===== src/rtl/atconv_pkg.sv =====
`default_nettype none
// atconv_pkg: FSM states, fixed-point constants and the 3x3 tap offset table shared by atconv_engine.
// Rev 1.0
package atconv_pkg;

  typedef enum logic [2:0] {
    IDLE      = 3'd0,
    CONV_RD   = 3'd1,
    CONV_LAST = 3'd2,
    CONV_WR   = 3'd3,
    POOL_RD   = 3'd4,
    POOL_LAST = 3'd5,
    POOL_WR   = 3'd6,
    DONE      = 3'd7
  } state_t;

  localparam int DW_DEF     = 13;
  localparam int FRAC_DEF   = 4;
  localparam int DW_MAX_DEF = (1 << (DW_DEF - 1)) - 1;

  // Weight code meaning "tap contributes nothing".
  localparam logic [2:0] ZERO_CODE = 3'd7;

  function automatic int dw_max(input int dw);
    return (1 << (dw - 1)) - 1;
  endfunction

  // Unit row/column multipliers for tap k (row-major 3x3 window).
  function automatic int tap_dy(input logic [3:0] k);
    case (k)
      4'd0, 4'd1, 4'd2: return -1;
      4'd3, 4'd4, 4'd5: return 0;
      default:          return 1;
    endcase
  endfunction

  function automatic int tap_dx(input logic [3:0] k);
    case (k)
      4'd0, 4'd3, 4'd6: return -1;
      4'd1, 4'd4, 4'd7: return 0;
      default:          return 1;
    endcase
  endfunction

endpackage
`default_nettype wire


===== src/rtl/atconv_tap_addr.sv =====
`default_nettype none
// atconv_tap_addr: image address of one dilated tap with replicate padding at the borders.
// Rev 1.0
module atconv_tap_addr
  import atconv_pkg::*;
#(
  parameter int IMG_W   = 64,
  parameter int IMG_H   = 64,
  parameter int DIL_MAX = 4,
  parameter int RW      = $clog2(IMG_H),
  parameter int CW      = $clog2(IMG_W),
  parameter int DLW     = $clog2(DIL_MAX + 1)
) (
  input  logic [RW-1:0]    row,
  input  logic [CW-1:0]    col,
  input  logic [3:0]       tap,
  input  logic [DLW-1:0]   dil,
  output logic [RW+CW-1:0] addr
);

  int r_off;
  int c_off;

  always_comb begin
    r_off = int'(row) + tap_dy(tap) * int'(dil);
    c_off = int'(col) + tap_dx(tap) * int'(dil);
    if (r_off < 0)              r_off = 0;
    else if (r_off > IMG_H - 1) r_off = IMG_H - 1;
    if (c_off < 0)              c_off = 0;
    else if (c_off > IMG_W - 1) c_off = IMG_W - 1;
  end

  assign addr = {r_off[RW-1:0], c_off[CW-1:0]};

endmodule
`default_nettype wire


===== src/rtl/atconv_engine.sv =====
`default_nettype none
// atconv_engine: 3x3 dilated conv + bias + saturating ReLU (layer 0), then optional 2x2 max-pool with ceil (layer 1).
// Rev 1.0
module atconv_engine
  import atconv_pkg::*;
#(
  parameter int IMG_W   = 64,
  parameter int IMG_H   = 64,
  parameter int DW      = DW_DEF,
  parameter int FRAC    = FRAC_DEF,
  parameter int ACC_W   = 17,
  parameter int DIL_MAX = 4,
  parameter int AW      = $clog2(IMG_W * IMG_H)
) (
  input  logic                             clk,
  input  logic                             reset,
  input  logic                             ready,
  output logic                             busy,
  input  logic [26:0]                      cfg_shift,
  input  logic [8:0]                       cfg_neg,
  input  logic signed [DW-1:0]             cfg_bias,
  input  logic [$clog2(DIL_MAX+1)-1:0]     cfg_dil,
  input  logic                             cfg_pool_en,
  input  logic                             cfg_ceil_en,
  output logic [AW-1:0]                    iaddr,
  input  logic signed [DW-1:0]             idata,
  output logic                             cwr,
  output logic [AW-1:0]                    caddr_wr,
  output logic [DW-1:0]                    cdata_wr,
  output logic                             crd,
  output logic [AW-1:0]                    caddr_rd,
  input  logic signed [DW-1:0]             cdata_rd,
  output logic                             csel
);

  localparam int DLW = $clog2(DIL_MAX + 1);
  localparam int CW  = $clog2(IMG_W);
  localparam int PW  = AW - 2;
  localparam logic signed [ACC_W:0] V_MAX = (ACC_W + 1)'(dw_max(DW));
  localparam logic [DW:0]           P_MAX = (DW + 1)'(dw_max(DW));

  state_t state, state_nx;

  logic [26:0]             shift_r;
  logic [8:0]              neg_r;
  logic signed [DW-1:0]    bias_r;
  logic [DLW-1:0]          dil_r;
  logic                    pool_r, ceil_r;
  logic [AW-1:0]           pix;
  logic [3:0]              tap;
  logic signed [ACC_W-1:0] acc;
  logic [PW-1:0]           pp;
  logic [2:0]              q;
  logic signed [DW-1:0]    mx;

  logic pix_last, pp_last;
  assign pix_last = &pix;
  assign pp_last  = &pp;

  logic [DLW-1:0] dil_in;
  always_comb begin
    if (cfg_dil == '0)                dil_in = DLW'(1);
    else if (cfg_dil > DLW'(DIL_MAX)) dil_in = DLW'(DIL_MAX);
    else                              dil_in = cfg_dil;
  end

  // iaddr is registered, so the address computed here is the one for the next cycle's tap.
  logic [AW-1:0]  a_pix, a_out;
  logic [3:0]     a_tap;
  logic [DLW-1:0] a_dil;
  always_comb begin
    a_pix = pix;
    a_tap = tap + 4'd1;
    a_dil = dil_r;
    if (state == IDLE) begin
      a_pix = '0;
      a_tap = '0;
      a_dil = dil_in;
    end else if (state == CONV_WR) begin
      a_pix = pix + AW'(1);
      a_tap = '0;
    end
  end

  atconv_tap_addr #(
    .IMG_W(IMG_W), .IMG_H(IMG_H), .DIL_MAX(DIL_MAX)
  ) u_tap_addr (
    .row (a_pix[AW-1:CW]),
    .col (a_pix[CW-1:0]),
    .tap (a_tap),
    .dil (a_dil),
    .addr(a_out)
  );

  // Data for tap k-1 arrives while tap k is addressed.
  logic [3:0]              pi;
  logic [2:0]              code;
  logic signed [ACC_W-1:0] ext, shd, prod, acc_sum;
  logic signed [ACC_W:0]   v;
  logic [DW-1:0]           conv_q;
  assign pi      = tap - 4'd1;
  assign code    = 3'(shift_r >> (3 * pi));
  assign ext     = {{(ACC_W - DW){idata[DW-1]}}, idata};
  assign shd     = ext >>> code;
  assign prod    = (code == ZERO_CODE) ? '0 : (neg_r[pi] ? -shd : shd);
  assign acc_sum = acc + prod;
  assign v       = {acc_sum[ACC_W-1], acc_sum} + {{(ACC_W + 1 - DW){bias_r[DW-1]}}, bias_r};

  always_comb begin
    if (v < 0)          conv_q = '0;
    else if (v > V_MAX) conv_q = DW'(V_MAX);
    else                conv_q = v[DW-1:0];
  end

  logic signed [DW-1:0] mx_nx;
  logic [DW:0]          ceil_v;
  logic [DW-1:0]        pool_q;
  assign mx_nx = (cdata_rd > mx) ? cdata_rd : mx;

  always_comb begin
    ceil_v = {1'b0, mx_nx[DW-1:FRAC], {FRAC{1'b0}}} + (DW + 1)'(1 << FRAC);
    pool_q = mx_nx;
    if (ceil_r && (mx_nx[FRAC-1:0] != '0))
      pool_q = (ceil_v > P_MAX) ? DW'(P_MAX) : ceil_v[DW-1:0];
  end

  // Window address for pool pixel p, quadrant q: {r, q[1], c, q[0]} since W is a power of two.
  logic [PW-1:0] pa_p;
  logic [1:0]    pa_q;
  logic [AW-1:0] pool_addr;
  always_comb begin
    pa_p = pp;
    pa_q = 2'(q + 3'd1);
    if (state == CONV_WR) begin
      pa_p = '0;
      pa_q = '0;
    end else if (state == POOL_WR) begin
      pa_p = pp + PW'(1);
      pa_q = '0;
    end
  end
  assign pool_addr = {pa_p[PW-1:CW-1], pa_q[1], pa_p[CW-2:0], pa_q[0]};

  always_ff @(posedge clk or negedge reset) begin
    if (!reset) state <= IDLE;
    else        state <= state_nx;
  end

  always_comb begin
    state_nx = state;
    case (state)
      IDLE:      if (ready) state_nx = CONV_RD;
      CONV_RD:   if (tap == 4'd8) state_nx = CONV_LAST;
      CONV_LAST: state_nx = CONV_WR;
      CONV_WR:   state_nx = pix_last ? (pool_r ? POOL_RD : DONE) : CONV_RD;
      POOL_RD:   if (q == 3'd3) state_nx = POOL_LAST;
      POOL_LAST: state_nx = POOL_WR;
      POOL_WR:   state_nx = pp_last ? DONE : POOL_RD;
      DONE:      state_nx = IDLE;
      default:   state_nx = IDLE;
    endcase
  end

  always_ff @(posedge clk or negedge reset) begin
    if (!reset) begin
      busy     <= 1'b0;
      cwr      <= 1'b0;
      crd      <= 1'b0;
      csel     <= 1'b0;
      iaddr    <= '0;
      caddr_wr <= '0;
      caddr_rd <= '0;
      cdata_wr <= '0;
      shift_r  <= '0;
      neg_r    <= '0;
      bias_r   <= '0;
      dil_r    <= '0;
      pool_r   <= 1'b0;
      ceil_r   <= 1'b0;
      pix      <= '0;
      tap      <= '0;
      acc      <= '0;
      pp       <= '0;
      q        <= '0;
      mx       <= '0;
    end else begin
      busy <= (state_nx != IDLE) && (state_nx != DONE);
      cwr  <= 1'b0;
      csel <= 1'b0;
      case (state)
        IDLE: if (ready) begin
          shift_r <= cfg_shift;
          neg_r   <= cfg_neg;
          bias_r  <= cfg_bias;
          dil_r   <= dil_in;
          pool_r  <= cfg_pool_en;
          ceil_r  <= cfg_ceil_en;
          iaddr   <= a_out;
          pix     <= '0;
          tap     <= '0;
          acc     <= '0;
        end
        CONV_RD: begin
          tap <= tap + 4'd1;
          if (tap != 4'd0) acc <= acc_sum;
          if (tap != 4'd8) iaddr <= a_out;
        end
        CONV_LAST: begin
          acc      <= acc_sum;
          cwr      <= 1'b1;
          caddr_wr <= pix;
          cdata_wr <= conv_q;
        end
        CONV_WR: begin
          acc   <= '0;
          tap   <= '0;
          pix   <= pix + AW'(1);
          iaddr <= a_out;
          if (pix_last && pool_r) begin
            crd      <= 1'b1;
            caddr_rd <= pool_addr;
            q        <= '0;
            pp       <= '0;
            mx       <= '0;
          end
        end
        POOL_RD: begin
          q <= q + 3'd1;
          if (q != 3'd0) mx <= mx_nx;
          if (q == 3'd3) crd <= 1'b0;
          else           caddr_rd <= pool_addr;
        end
        POOL_LAST: begin
          mx       <= mx_nx;
          cwr      <= 1'b1;
          csel     <= 1'b1;
          caddr_wr <= AW'(pp);
          cdata_wr <= pool_q;
        end
        POOL_WR: begin
          mx <= '0;
          q  <= '0;
          pp <= pp + PW'(1);
          if (!pp_last) begin
            crd      <= 1'b1;
            caddr_rd <= pool_addr;
          end
        end
        default: ;
      endcase
    end
  end

endmodule
`default_nettype wire


===== config.mk =====
export PLATFORM = sky130hd
export DESIGN_NAME = atconv_engine
export DESIGN_NICKNAME = d
export VERILOG_FILES = /design/src/rtl/atconv_pkg.sv /design/src/rtl/atconv_tap_addr.sv /design/src/rtl/atconv_engine.sv
export SDC_FILE = /design/constraint.sdc
export NUM_CORES = 1
export LEC_CHECK = 0
export CAP_MARGIN = 10
export CELL_PAD_IN_SITES_DETAIL_PLACEMENT = 1
export CELL_PAD_IN_SITES_GLOBAL_PLACEMENT = 1
export CORE_MARGIN = 5
export CORE_UTILIZATION = 40
export CTS_CLUSTER_SIZE = 10
export DETAILED_ROUTE_END_ITERATION = 10
export DONT_BUFFER_PORTS = 1
export HOLD_SLACK_MARGIN = 0.15
export PLACE_DENSITY = 0.74
export SYNTH_ARGS = -nofsm -noshare
export SYNTH_HDL_FRONTEND = slang
export SYNTH_HIERARCHICAL = 1
export SYNTH_SLANG_ARGS = --single-unit

===== constraint.sdc =====
create_clock -name clk -period 14.89 [get_ports clk]
set_input_delay 0.7445 -clock clk [delete_from_list [all_inputs] [get_ports clk]]
set_output_delay 0.7445 -clock clk [all_outputs]
set_load 0.01 [all_outputs]

==> results_dict.tcl <==
set metrics [dict create \
    cts_tree "built" \
    area_growth_syn_to_layout_pct 7.70 \
    synth_top_area_frac 0.324 \
    min_period_ps 9270 \
    ant_nets 0 \
    synth_top_area_cell "dfrtp_1" \
    synth.area.mux_share 0.0620 \
    drive_gt1_frac 0.0675 \
    die_h_um 191 \
    vias 10973 \
    synth_most_common_cell "nand2_1" \
    drt_iter0_drc 552 \
    final.setup.tns_ps 0 \
    arrival_ps 9550 \
    root_buffer "clkbuf_16" \
    cts_max_level 4 \
    synthTopCellsByCount "nand2_1 (270), dfrtp_1 (169), ha_1 (107), nor2_1 (103)" \
    worstPathRequired_ps 15170 \
    async_reset_ff_frac 1.00 \
    synth_nets 1720 \
    grt_antenna_before_repair 2 \
    skew_ps 12.5 \
    hold_viol 0 \
    crit_type "flop to flop" \
    rows 66 \
    synthXorXnorAreaFrac 0.0456 \
    io_pins 136 \
    final_nets 1689 \
    synth_fa_ha_area_frac 0.127 \
    cp_max_fo 23 \
    grt_max_degree 170 \
    grtUsageTotal 0.206 \
    finalWirelength_um 37700 \
    synth_compound_area_frac 0.195 \
    yosys.area_share.simple 0.201 \
    synth-edff-count 0 \
    synthFlopType "dfrtp_1" \
    yosys_warnings 6 \
    clk_latency_ps 450 \
    dr.pass1.iters 5 \
    slew_viol_final 0 \
    ys_seq_area_frac 0.324 \
    peakVddDrop_uv 96.1 \
    ys_ff_latch 169 \
    dp_slack_ps 5810 \
    clkTransAtPathRegs_ps 70 \
    die_w_um 191 \
    core_area_um2 32400 \
    cts_made_buffers 17 \
    tightest_slew_ps 1160 \
    crit_slowest_cell "dfrtp_1" \
    slew_headroom 0.226 \
    rsz0062_at_grt "no" \
    start_util 0.403 \
    avgRoutedWirePerCell_um 19.4 \
    synthesis.area_um2 13100 \
    portBuffers 0 \
    syn_inst 1514 \
    grt_pass1_vias 11479 \
    slowest_delay_ps 840 \
    dieArea_um2 36300 \
    route.detailed.drc 0 \
    period_share 0.623 \
    gp_congestion 0.851 \
    cts_buffer_depth 2 \
    postSynthAreaPerCell_um2 8.62 \
    dp_hpwl_um 28500 \
    startpoint_type "flop" \
    min-delay-path-class "primary input to async pin" \
    endpoint_kind "flop" \
    cts_sinks 169 \
    cts_resized 0 \
    synth.area.top_cells "dfrtp_1 (32%), ha_1 (10%), nand2_1 (7.8%), o21ai_0 (3.4%), xnor2_1 (3.2%)" \
    nFillCells 3830 \
    ys_types 89 \
    grt.overflow.total 0 \
    fin_ws_ps 5620 \
    leakage_nw 6.76 \
    power.density_nw_per_um2 115 \
    synth_top_family_by_area "simple AND/OR/NAND/NOR gates" \
    status "finished, final reports clean" \
    setup_viol 0 \
    viasPerCell 5.66 \
    max_cap_violations 0 \
    timing.fmax_mhz 108 \
    grt_first_pass_wirelength_um 61000 \
]
==> what timing repair did <==
action                    CTS  global route
buffers inserted            0             0
hold endpoints to repair  169             0
hold buffers                1             0
==> cell families (layout without fill, tap and decap cells) <==
kind of cell	after synthesis	in the layout
fa+ha+maj	123	123
mux	67	67
buf+inv	150	132
other cells	0	1
xor+xnor	68	68
simple gates	561	561
flops	169	169
compound gates	376	376
==> placed cells by master (no fill, tap or decap), drive strengths merged, types with 16 or more instances in the layout <==
master    n
a21o     23
a21oi    68
a22o     36
a31oi    17
clkbuf   22
dfrtp   169
fa       16
ha      107
inv      93
mux2     21
mux2i    37
nand2   271
nand2b   22
nand3    37
nor2    104
nor2b    17
nor3     21
o21ai    96
o31ai    23
xnor2    48
xor2     20
==> metal layers <==
layer | GRT usage | wire length [µm] | up-vias
met3 | 0.0392 | 1320 | 35
met1 | 0.260 | 16800 | 5502
met4 | 0.0539 | 659 | 2
met2 | 0.364 | 19000 | 128
li1 | - | - | 5306
met5 | 0 | 13 | -
==> flip-flops by register name, indices dropped and copies added, names as in the netlist, 4 cells and up <==
name      cells
neg_r         9
caddr_rd     12
pix          12
acc          17
tap           4
iaddr        12
cdata_wr     13
bias_r       13
mx           13
caddr_wr     12
pp           10
shift_r      27
==> power breakdown <==
group	total (mW)	switching [mW]	internal, mW
logic	0.592	0.336	0.256
registers	0.555	0.0479	0.507
clock network	0.464	0.208	0.256
==> through the flow <==
stage	total power, mW	hold slack [ps]	cells	util	area (µm²)
2_1_floorplan	0.993	440	1514	-	13100
3_3_place_gp	1.11	454	1904	0.414	13400
3_5_place_dp	1.14	458	1904	0.414	13400
4_1_cts	1.62	380	1937	0.434	14000
5_1_grt	1.71	379	1939	0.434	14100
6_report	1.61	271	1939	0.434	14100
==> path summary, 6_finish.rpt <==
check / to / depth (start not counted) / startpoint / slack [ps]
setup / recovery: cdata_wr[1] / 29 / tap[0] / 5620
hold / removal: mx[10] / 1 / reset / 270
setup reg to reg: cdata_wr[1] / 29 / tap[0] / 5620
hold reg to reg: shift_r[16] / 2 / shift_r[16] / 480
max in group asynchronous: neg_r[5] / 1 / reset / 13870
min in group clk: bias_r[8] / 2 / cfg_bias[8] / 400
==> critical path, delay by kind of cell, from the launching register on <==
| family | cells | cell delay, ps |
|---|---|---|
| multiplexers | 3 | 670 |
| AO/OA/AOI/OAI | 16 | 4160 |
| adder cells (fa/ha/maj) | 3 | 1230 |
| flip-flops | 1 | 840 |
| buffers and inverters | 3 | 960 |
| AND/OR/NAND/NOR | 4 | 1200 |
==> layout make-up <==
cell class                 instances  area, µm²  area share
clock buffer                      22        494      0.0352
antenna                            1       2.50    0.000178
timing repair buffer               9       91.3     0.00650
multi-input combinational       1195       8240       0.586
clock inverter                    10        106     0.00757
tap                              442        553      0.0393
sequential                       169       4230       0.301
inverter                          91        342      0.0243
Note: power is estimated with default switching activity, not from simulation.
